==> src/rtl/ook_packet_tx.sv <==
// On-off-keying packet transmitter: one sync chip, PWM-coded data, gap, repeated REPEATS times.
// Define OOK_ABORT_EN to add an `abort` input that cancels a transmission in progress.
module ook_packet_tx #(
  parameter int DATA_BITS      = 24,
  parameter int CHIP_CYCLES    = 4000,
  parameter int SYNC_LOW_CHIPS = 10,
  parameter int GAP_CHIPS      = 30,
  parameter int REPEATS        = 6
) (
  input  logic                 clk,
  input  logic                 reset,
`ifdef OOK_ABORT_EN
  input  logic                 abort,
`endif
  input  logic                 cmd_valid,
  input  logic [DATA_BITS-1:0] cmd_data,
  output logic                 cmd_ready,
  output logic                 ook,
  output logic                 busy,
  output logic                 packet_start,
  output logic                 done
);

  localparam int TW      = (CHIP_CYCLES > 1) ? $clog2(CHIP_CYCLES) : 1;
  localparam int BW      = (DATA_BITS > 1) ? $clog2(DATA_BITS) : 1;
  localparam int RW      = (REPEATS > 1) ? $clog2(REPEATS) : 1;
  localparam int CNT_MAX = (SYNC_LOW_CHIPS > GAP_CHIPS) ? SYNC_LOW_CHIPS : GAP_CHIPS;
  localparam int CW      = $clog2(CNT_MAX + 1);

  typedef enum logic [2:0] {IDLE, SYNC_HI, SYNC_LO, DATA, GAP} state_e;

  state_e               state_q, state_d;
  logic [TW-1:0]        timer_q, timer_d;
  logic [CW-1:0]        cnt_q, cnt_d;
  logic [1:0]           phase_q, phase_d;
  logic [BW-1:0]        bit_q, bit_d;
  logic [RW-1:0]        rep_q, rep_d;
  logic [DATA_BITS-1:0] word_q, word_d;
  logic [DATA_BITS-1:0] shift_q, shift_d;
  logic                 ook_q, ook_d;
  logic                 packet_start_q, packet_start_d;
  logic                 done_q, done_d;
  logic                 chip_end;

  assign cmd_ready    = (state_q == IDLE) && !reset;
  assign busy         = (state_q != IDLE);
  assign ook          = ook_q;
  assign packet_start = packet_start_q;
  assign done         = done_q;
  assign chip_end     = (timer_q == '0);

  always_comb begin
    // NOTE: every signal gets its hold value first so no path through the case infers a latch.
    state_d        = state_q;
    timer_d        = timer_q;
    cnt_d          = cnt_q;
    phase_d        = phase_q;
    bit_d          = bit_q;
    rep_d          = rep_q;
    word_d         = word_q;
    shift_d        = shift_q;
    ook_d          = ook_q;
    packet_start_d = 1'b0;
    done_d         = 1'b0;

    if (state_q == IDLE) begin
      if (cmd_valid) begin
        word_d         = cmd_data;
        shift_d        = cmd_data;
        rep_d          = RW'(REPEATS - 1);
        timer_d        = TW'(CHIP_CYCLES - 1);
        state_d        = SYNC_HI;
        ook_d          = 1'b1;
        packet_start_d = 1'b1;
      end
    end else if (!chip_end) begin
      timer_d = timer_q - 1'b1;
    end else begin
      // ook_d is the level of the chip being entered, so ook only moves on chip boundaries.
      timer_d = TW'(CHIP_CYCLES - 1);
      case (state_q)
        SYNC_HI: begin
          state_d = SYNC_LO;
          cnt_d   = CW'(SYNC_LOW_CHIPS - 1);
          ook_d   = 1'b0;
        end
        SYNC_LO: begin
          if (cnt_q == '0) begin
            state_d = DATA;
            bit_d   = BW'(DATA_BITS - 1);
            phase_d = 2'd0;
            ook_d   = 1'b1;
          end else begin
            cnt_d = cnt_q - 1'b1;
          end
        end
        DATA: begin
          case (phase_q)
            2'd0: begin
              phase_d = 2'd1;
              ook_d   = shift_q[DATA_BITS-1];
            end
            2'd1: begin
              phase_d = 2'd2;
              ook_d   = 1'b0;
            end
            default: begin
              if (bit_q == '0) begin
                state_d = GAP;
                cnt_d   = CW'(GAP_CHIPS - 1);
                ook_d   = 1'b0;
              end else begin
                bit_d   = bit_q - 1'b1;
                phase_d = 2'd0;
                shift_d = shift_q << 1;
                ook_d   = 1'b1;
              end
            end
          endcase
        end
        GAP: begin
          if (cnt_q != '0) begin
            cnt_d = cnt_q - 1'b1;
          end else if (rep_q != '0) begin
            rep_d          = rep_q - 1'b1;
            shift_d        = word_q;
            state_d        = SYNC_HI;
            ook_d          = 1'b1;
            packet_start_d = 1'b1;
          end else begin
            state_d = IDLE;
            timer_d = '0;
            ook_d   = 1'b0;
            done_d  = 1'b1;
          end
        end
        default: state_d = IDLE;
      endcase
    end

`ifdef OOK_ABORT_EN
    if (abort && (state_q != IDLE)) begin
      state_d        = IDLE;
      timer_d        = '0;
      cnt_d          = '0;
      phase_d        = '0;
      bit_d          = '0;
      rep_d          = '0;
      shift_d        = '0;
      ook_d          = 1'b0;
      packet_start_d = 1'b0;
      done_d         = 1'b0;
    end
`endif
  end

  always_ff @(posedge clk) begin
    // NOTE: sequential state uses non-blocking assignments so every flop samples pre-edge values.
    if (reset) begin
      state_q        <= IDLE;
      timer_q        <= '0;
      cnt_q          <= '0;
      phase_q        <= '0;
      bit_q          <= '0;
      rep_q          <= '0;
      word_q         <= '0;
      shift_q        <= '0;
      ook_q          <= 1'b0;
      packet_start_q <= 1'b0;
      done_q         <= 1'b0;
    end else begin
      state_q        <= state_d;
      timer_q        <= timer_d;
      cnt_q          <= cnt_d;
      phase_q        <= phase_d;
      bit_q          <= bit_d;
      rep_q          <= rep_d;
      word_q         <= word_d;
      shift_q        <= shift_d;
      ook_q          <= ook_d;
      packet_start_q <= packet_start_d;
      done_q         <= done_d;
    end
  end

endmodule
==> config.mk <==
export PLATFORM = sky130hd
export DESIGN_NAME = ook_packet_tx
export DESIGN_NICKNAME = d
export VERILOG_FILES = /design/src/rtl/ook_packet_tx.sv
export SDC_FILE = /design/constraint.sdc
export NUM_CORES = 1
export LEC_CHECK = 0
export CORE_ASPECT_RATIO = 0.9
export CORE_UTILIZATION = 25
export DETAILED_ROUTE_END_ITERATION = 7
export GPL_TIMING_DRIVEN = 1
export PLACE_DENSITY = 0.43
export SYNTH_ARGS = -nofsm -noshare
export SYNTH_HDL_FRONTEND = slang
export SYNTH_SLANG_ARGS = --single-unit
==> constraint.sdc <==
create_clock -name clk -period 3.85 [get_ports clk]
set_input_delay 0.77 -clock clk [delete_from_list [all_inputs] [get_ports clk]]
set_output_delay 0.77 -clock clk [all_outputs]
set_load 0.02 [all_outputs]
==> flow_summary.yaml, run 1 <==
die:
  die_w_um: 139
  die_h_um: 125
  die-area_mm2: 0.0173
  coreArea_mm2: 0.0163
  initial_core_util_pct: 25.8
  rows: 44
  io_pins: 32
global_routing:
  grt_pass1_wl_mm: 18.4
  gr-total-overflow: 0
  grt_max_degree: 71
  track_usage_pct: 13.2
  antenna_found_initial: 0
  grt_pass1_vias: 3554
cts:
  h-tree-depth: 3
  tritoncts: "built"
  hold_buffers: 0
  post-cts-setup-buffers: 0
  cts_made_buffers: 9
  clk_pin_slew_ns: 0.06
  clock_latency_ns: 0.35
  clock_path_buffers: 2
  clock_sinks: 81
  cts-root-buf: "clkbuf_16"
  ctsResizeCount: 0
timing:
  min_period_over_period_pct: 76.7
  fin_setup_tns_ns: 0
  finalHoldViolCount: 0
  rsz0062_at_grt: "no"
  min_period_ns: 2.95
  slew_headroom_pct: 40.9
  fmax_ghz: 0.339
  worst_pin_slew_ns: 0.887
  timing_max_transition_violations_final: 0
  skew_ns: 0.0127
  final-setup-viol-count: 0
setup_path:
  cp_cell_sequence: "nor3_1, inv_1, nor2_1, clkdlybuf4s50_1"
  cp_num_buf_inv: 2
  arrival_ns: 2.18
  worst-path-max-fanout: 21
  worstPathRequired_ns: 3.08
  slowest_delay_ns: 0.61
  crit_path_end_kind: "output port"
  start_kind: "register"
  cpLargestDelayFamily: "buffers and inverters"
  slowest_stage: "clkdlybuf4s50_1"
  path_class: "reg -> out"
yosys:
  synthMostInstantiatedCell: "nand2_1"
  ys_seq_area_share_pct: 38.6
  synth_top_flop_cell: "dfxtp_1"
  synthesis.nets: 572
  avgSynthCellArea_um2: 7.80
  synthTopCellsByCount: "86 x nand2_1, 81 x dfxtp_1, 67 x a21oi_1, 39 x o21ai_0, 34 x nand3_1"
  syn_inst: 539
  async_reset_ff_share_pct: 0
  yosysTopAreaCellShare_pct: 38.6
  synthTopCellsByArea: "dfxtp_1 39%, a21oi_1 8.0%, nand2_1 7.7%"
  syn_area_mm2: 0.00421
  synth_cell_types: 57
  yosys_warnings: 0
  ys_ff_latch: 81
  synth-edff-count: 0
  yosysTopAreaCell: "dfxtp_1"
pwr:
  swShare_pct: 29.5
  p_clk_share_pct: 40.0
  power.total_mw: 2.10
  irDropWorstVdd_v: 0.000217
  combPwrFrac_pct: 15.3
  power.density_mw_per_mm2: 424
  p_switching_uw: 620
  leakage_nw: 1.62
  internal_power_mw: 1.48
  seqPwrFrac_pct: 44.7
finish:
  nets: 583
  multi_input_area_mm2: 0.00237
  antenna_cells: 0
  drive_gt1_share_pct: 7.75
  regArea_mm2: 0.00162
  area_delta_synth_final_pct: 18.0
  nFillCells: 1739
flow_run:
  maxCapViolations: 0
drt:
  vias_per_cell: 4.96
  wire_per_inst_um: 14.3
  drtIter0Drc: 233
  ant_nets: 0
  first_pass_iters: 4
  drt_wl_total_mm: 10.9
  route.detailed.drc: 0
  num_vias: 3782
run_status:
  status: "finished clean"
worst_hold_path:
  worstHoldPathType: "reg -> reg"
placed_design:
  io_buffers: 31
  place_congestion: 0.729
  hpwl_mm: 6.96
## layer usage
| metal | track usage [%] | vias to the layer above | share of wire [%] |
|---|---|---|---|
| li1 | - | 1949 | - |
| met1 | 18.6 | 1745 | 52 |
| met2 | 19.7 | 77 | 42 |
| met3 | 2.76 | 11 | 3.9 |
| met4 | 5.10 | 0 | 1.5 |
| met5 | 0 | - | 0 |
## sequential cells by signal, indices dropped and copies added (netlist names)
register / flops
bit_q: 5
rep_q: 3
done: 1
cnt_q: 5
timer_q: 12
phase_q: 2
ook: 1
shift_q: 24
state_q: 3
word_q: 24
packet_start: 1
## worst min-delay path: stages (launching register included)
cell,delay [ns]
dfxtp_1,0.31
nand2_1,0.05
a21oi_1,0.05
## kinds of logic (layout without fill, tap and decap cells)
| group | count (synthesis) | after routing | share of synthesized area (%) |
|---|---|---|---|
| muxes | 27 | 27 | 6.46 |
| xor gates and xnor gates | 2 | 2 | 0.417 |
| and+or+nand+nor | 199 | 199 | 23.8 |
| adders and majority gates | 6 | 6 | 1.79 |
| AOI/OAI and AO/OA | 172 | 172 | 24.0 |
| DFF | 81 | 81 | 38.6 |
| buffers and inverters | 52 | 68 | 5.00 |
## power by group through the flow
stage                     Combinational (mW)  Sequential (mW)  Clock (mW)
after floorplan                        0.226            0.949           0
after global placement                 0.318            0.957           0
after detailed placement               0.323            0.959           0
after CTS                              0.324            0.940       0.882
after global routing                   0.363            0.949       0.912
final                                  0.321            0.940       0.842
## final timing paths
kind / from / endpoint / slack [ns] / depth (start not counted)
worst min register to register: word_q[22] / word_q[22] / 0.45 / 2
worst min-delay path: word_q[22] / word_q[22] / 0.45 / 2
worst max-delay path: state_q[2] / cmd_ready / 0.90 / 4
worst max register to register: timer_q[0] / shift_q[17] / 1.23 / 7
## cell usage in the layout, fill, tap and decap left out, drive strengths merged, types with 3 or more instances in the layout
cell type / synthesis / routed
o21a: 5 / 5
nand3: 35 / 35
clkbuf: 27 / 10
or4: 3 / 3
nor2b: 4 / 4
a311oi: 4 / 4
a21oi: 67 / 67
nor2: 21 / 21
a31oi: 5 / 5
nor4: 5 / 5
nand2b: 5 / 5
inv: 12 / 14
mux2i: 26 / 26
ha: 6 / 6
clkdlybuf4s50: 0 / 30
dfxtp: 81 / 81
o21ai: 64 / 64
nand2: 86 / 86
o211ai: 4 / 4
o31ai: 4 / 4
nor3: 23 / 23
buf: 13 / 10
a211oi: 4 / 4
nor4b: 3 / 3
## final cells by class
| class | count | share of cell area, % |
|---|---|---|
| Clock buffer | 10 | 4.82 |
| Clock inverter | 6 | 1.01 |
| Inverter | 12 | 0.908 |
| Multi-Input combinational cell | 406 | 47.8 |
| Sequential cell | 81 | 32.7 |
| Tap cell | 207 | 5.22 |
| Timing Repair Buffer | 40 | 7.51 |
## per-stage QoR
| stage | instances | hold WS [ns] | instance area, um^2 | setup WS, ns | utilization, % |
|---|---|---|---|---|---|
| finish | 762 | 0.453 | 4960 | 0.896 | 30.5 |
| floorplan | 539 | 0.436 | 4210 | 1.63 | - |
| global route | 762 | 0.480 | 4960 | 0.755 | 30.5 |
| detailed placement | 746 | 0.446 | 4670 | 1.09 | 28.7 |
| global placement | 746 | 0.441 | 4670 | 1.15 | 28.7 |
| CTS | 762 | 0.456 | 4960 | 0.821 | 30.5 |
Power figures use the tool's default switching activity.
==> inputs of run 2 (changes only) <==
PLACE_DENSITY = 0.44   (was 0.43)
clock period = 2.52 ns   (was 3.85 ns; I/O delays follow)
==> flow_summary.yaml, run 2 (synthesis results as in run 1) <==
timing:
  fmax_ghz: 0.422
  worst_pin_slew_ns: 0.821
  min_period_over_period_pct: 94.0
  skew_ns: 0.00680
  min_period_ns: 2.37
  fin_hold_ws_ns: 0.453
  setup_ws_ns: 0.152
  slew_headroom_pct: 45.3
  final-setup-viol-count: 0
  timing_max_transition_violations_final: 0
  finalHoldViolCount: 0
  rsz0062_at_grt: "no"
  fin_setup_tns_ns: 0
cts:
  clk_pin_slew_ns: 0.06
  clock_path_buffers: 2
  cts_made_buffers: 9
  clock_latency_ns: 0.35
  h-tree-depth: 3
  tritoncts: "built"
  cts-root-buf: "clkbuf_16"
  hold_buffers: 0
  post-cts-setup-buffers: 0
  clock_sinks: 81
global_routing:
  grt_pass1_wl_mm: 18.7
  antenna_found_initial: 0
  grt_max_degree: 71
  track_usage_pct: 13.6
  gr-total-overflow: 0
  grt_pass1_vias: 3734
pwr:
  power.density_mw_per_mm2: 668
  power.total_mw: 3.41
  irDropWorstVdd_v: 0.000345
  leakage_nw: 1.70
die:
  rows: 44
  die-area_mm2: 0.0173
  die_h_um: 125
  initial_core_util_pct: 25.8
  die_w_um: 139
  coreArea_mm2: 0.0163
  io_pins: 32
finish:
  antenna_cells: 0
  mostFrequentLayoutCells: "86 x nand2_1, 80 x dfxtp_1, 67 x a21oi_1"
  nets: 593
  area_delta_synth_final_pct: 21.3
  design_area_mm2: 0.00510
  largestRegisters: "shift_q: 24 flops, word_q: 24 flops, timer_q: 12 flops"
  layout_commonest_cell: "nand2_1"
  drive_gt1_share_pct: 9.56
setup_path:
  path_class: "reg -> out"
  start_kind: "register"
  worst-path-max-fanout: 5
  worstPathRequired_ns: 2.02
  critPathCapture: "cmd_ready"
  r2r_end: "shift_q[8]"
  arrival_ns: 1.86
  reg2reg_depth: 8
  crit_path_end_kind: "output port"
  r2r-start: "timer_q[0]"
  critPathLaunch: "state_q[2]"
  r2r_slack_ns: 0.25
drt:
  drt_wl_total_mm: 10.9
  drtIter0Drc: 368
  ant_nets: 0
  vias_per_cell: 4.99
  first_pass_iters: 6
  num_vias: 3852
  wire_per_inst_um: 14.1
  route.detailed.drc: 4
placed_design:
  post-place-ws_ns: 0.101
  place_congestion: 0.724
  postPlaceCellArea_mm2: 0.00476
  hpwl_mm: 7.00
  io_buffers: 31
worst_hold_path:
  whs_path_depth: 2
  worstHoldPathType: "reg -> reg"
run_status:
  status: "finished, violations left"
  violations: "DRC"
flow_run:
  maxCapViolations: 0
## run 2: critical path, cell delays in order, from the launching register on
cell             delay [ns]
dfxtp_2                0.32
nor3_2                 0.28
inv_1                  0.19
nor2_1                 0.12
clkdlybuf4s50_1        0.61
## run 2: worst min-delay path by stage
stage / from / to / slack, ns
finish: word_q[11] / word_q[11] / 0.45
global route: word_q[5] / word_q[5] / 0.48
CTS: word_q[20] / word_q[20] / 0.45
detailed placement: word_q[20] / word_q[20] / 0.45
global placement: word_q[10] / word_q[10] / 0.44
floorplan: word_q[0] / word_q[0] / 0.44
## run 2: layout make-up
cell class              count  area (um^2)
fillers                  1748        11200
multi-input cells         406         2380
flip-flops and latches     81         1620
repair buffers             50          460
well taps                 207          259
clock buffers              12          256
clock inverters             4         73.8
inverters                  12         45.0
## run 2: power breakdown
part | internal, mW | leakage [nW] | switching [mW]
sequential | 1.37 | 0.664 | 0.0662
combinational | 0.215 | 0.871 | 0.303
clock | 0.924 | 0.163 | 0.533
## run 2: repair_timing
item / CTS / global route
pin swaps: 0 / 1
resized for setup: 1 / 1
setup endpoints to repair: 1 / 14
## run 2: metal layers
layer	vias up	global-route usage, %	part of all wire [%]
li1	1969	-	-
met4	0	6.99	2.7
met1	1794	17.6	49
met3	14	3.33	4.6
met2	75	21.2	44
met5	-	0	0
## run 2: through the flow
stage / instances / util, %
after floorplan: 539 / -
after global placement: 756 / 29.2
after detailed placement: 756 / 29.2
after CTS: 772 / 31.3
after global routing: 772 / 31.3
final: 772 / 31.3
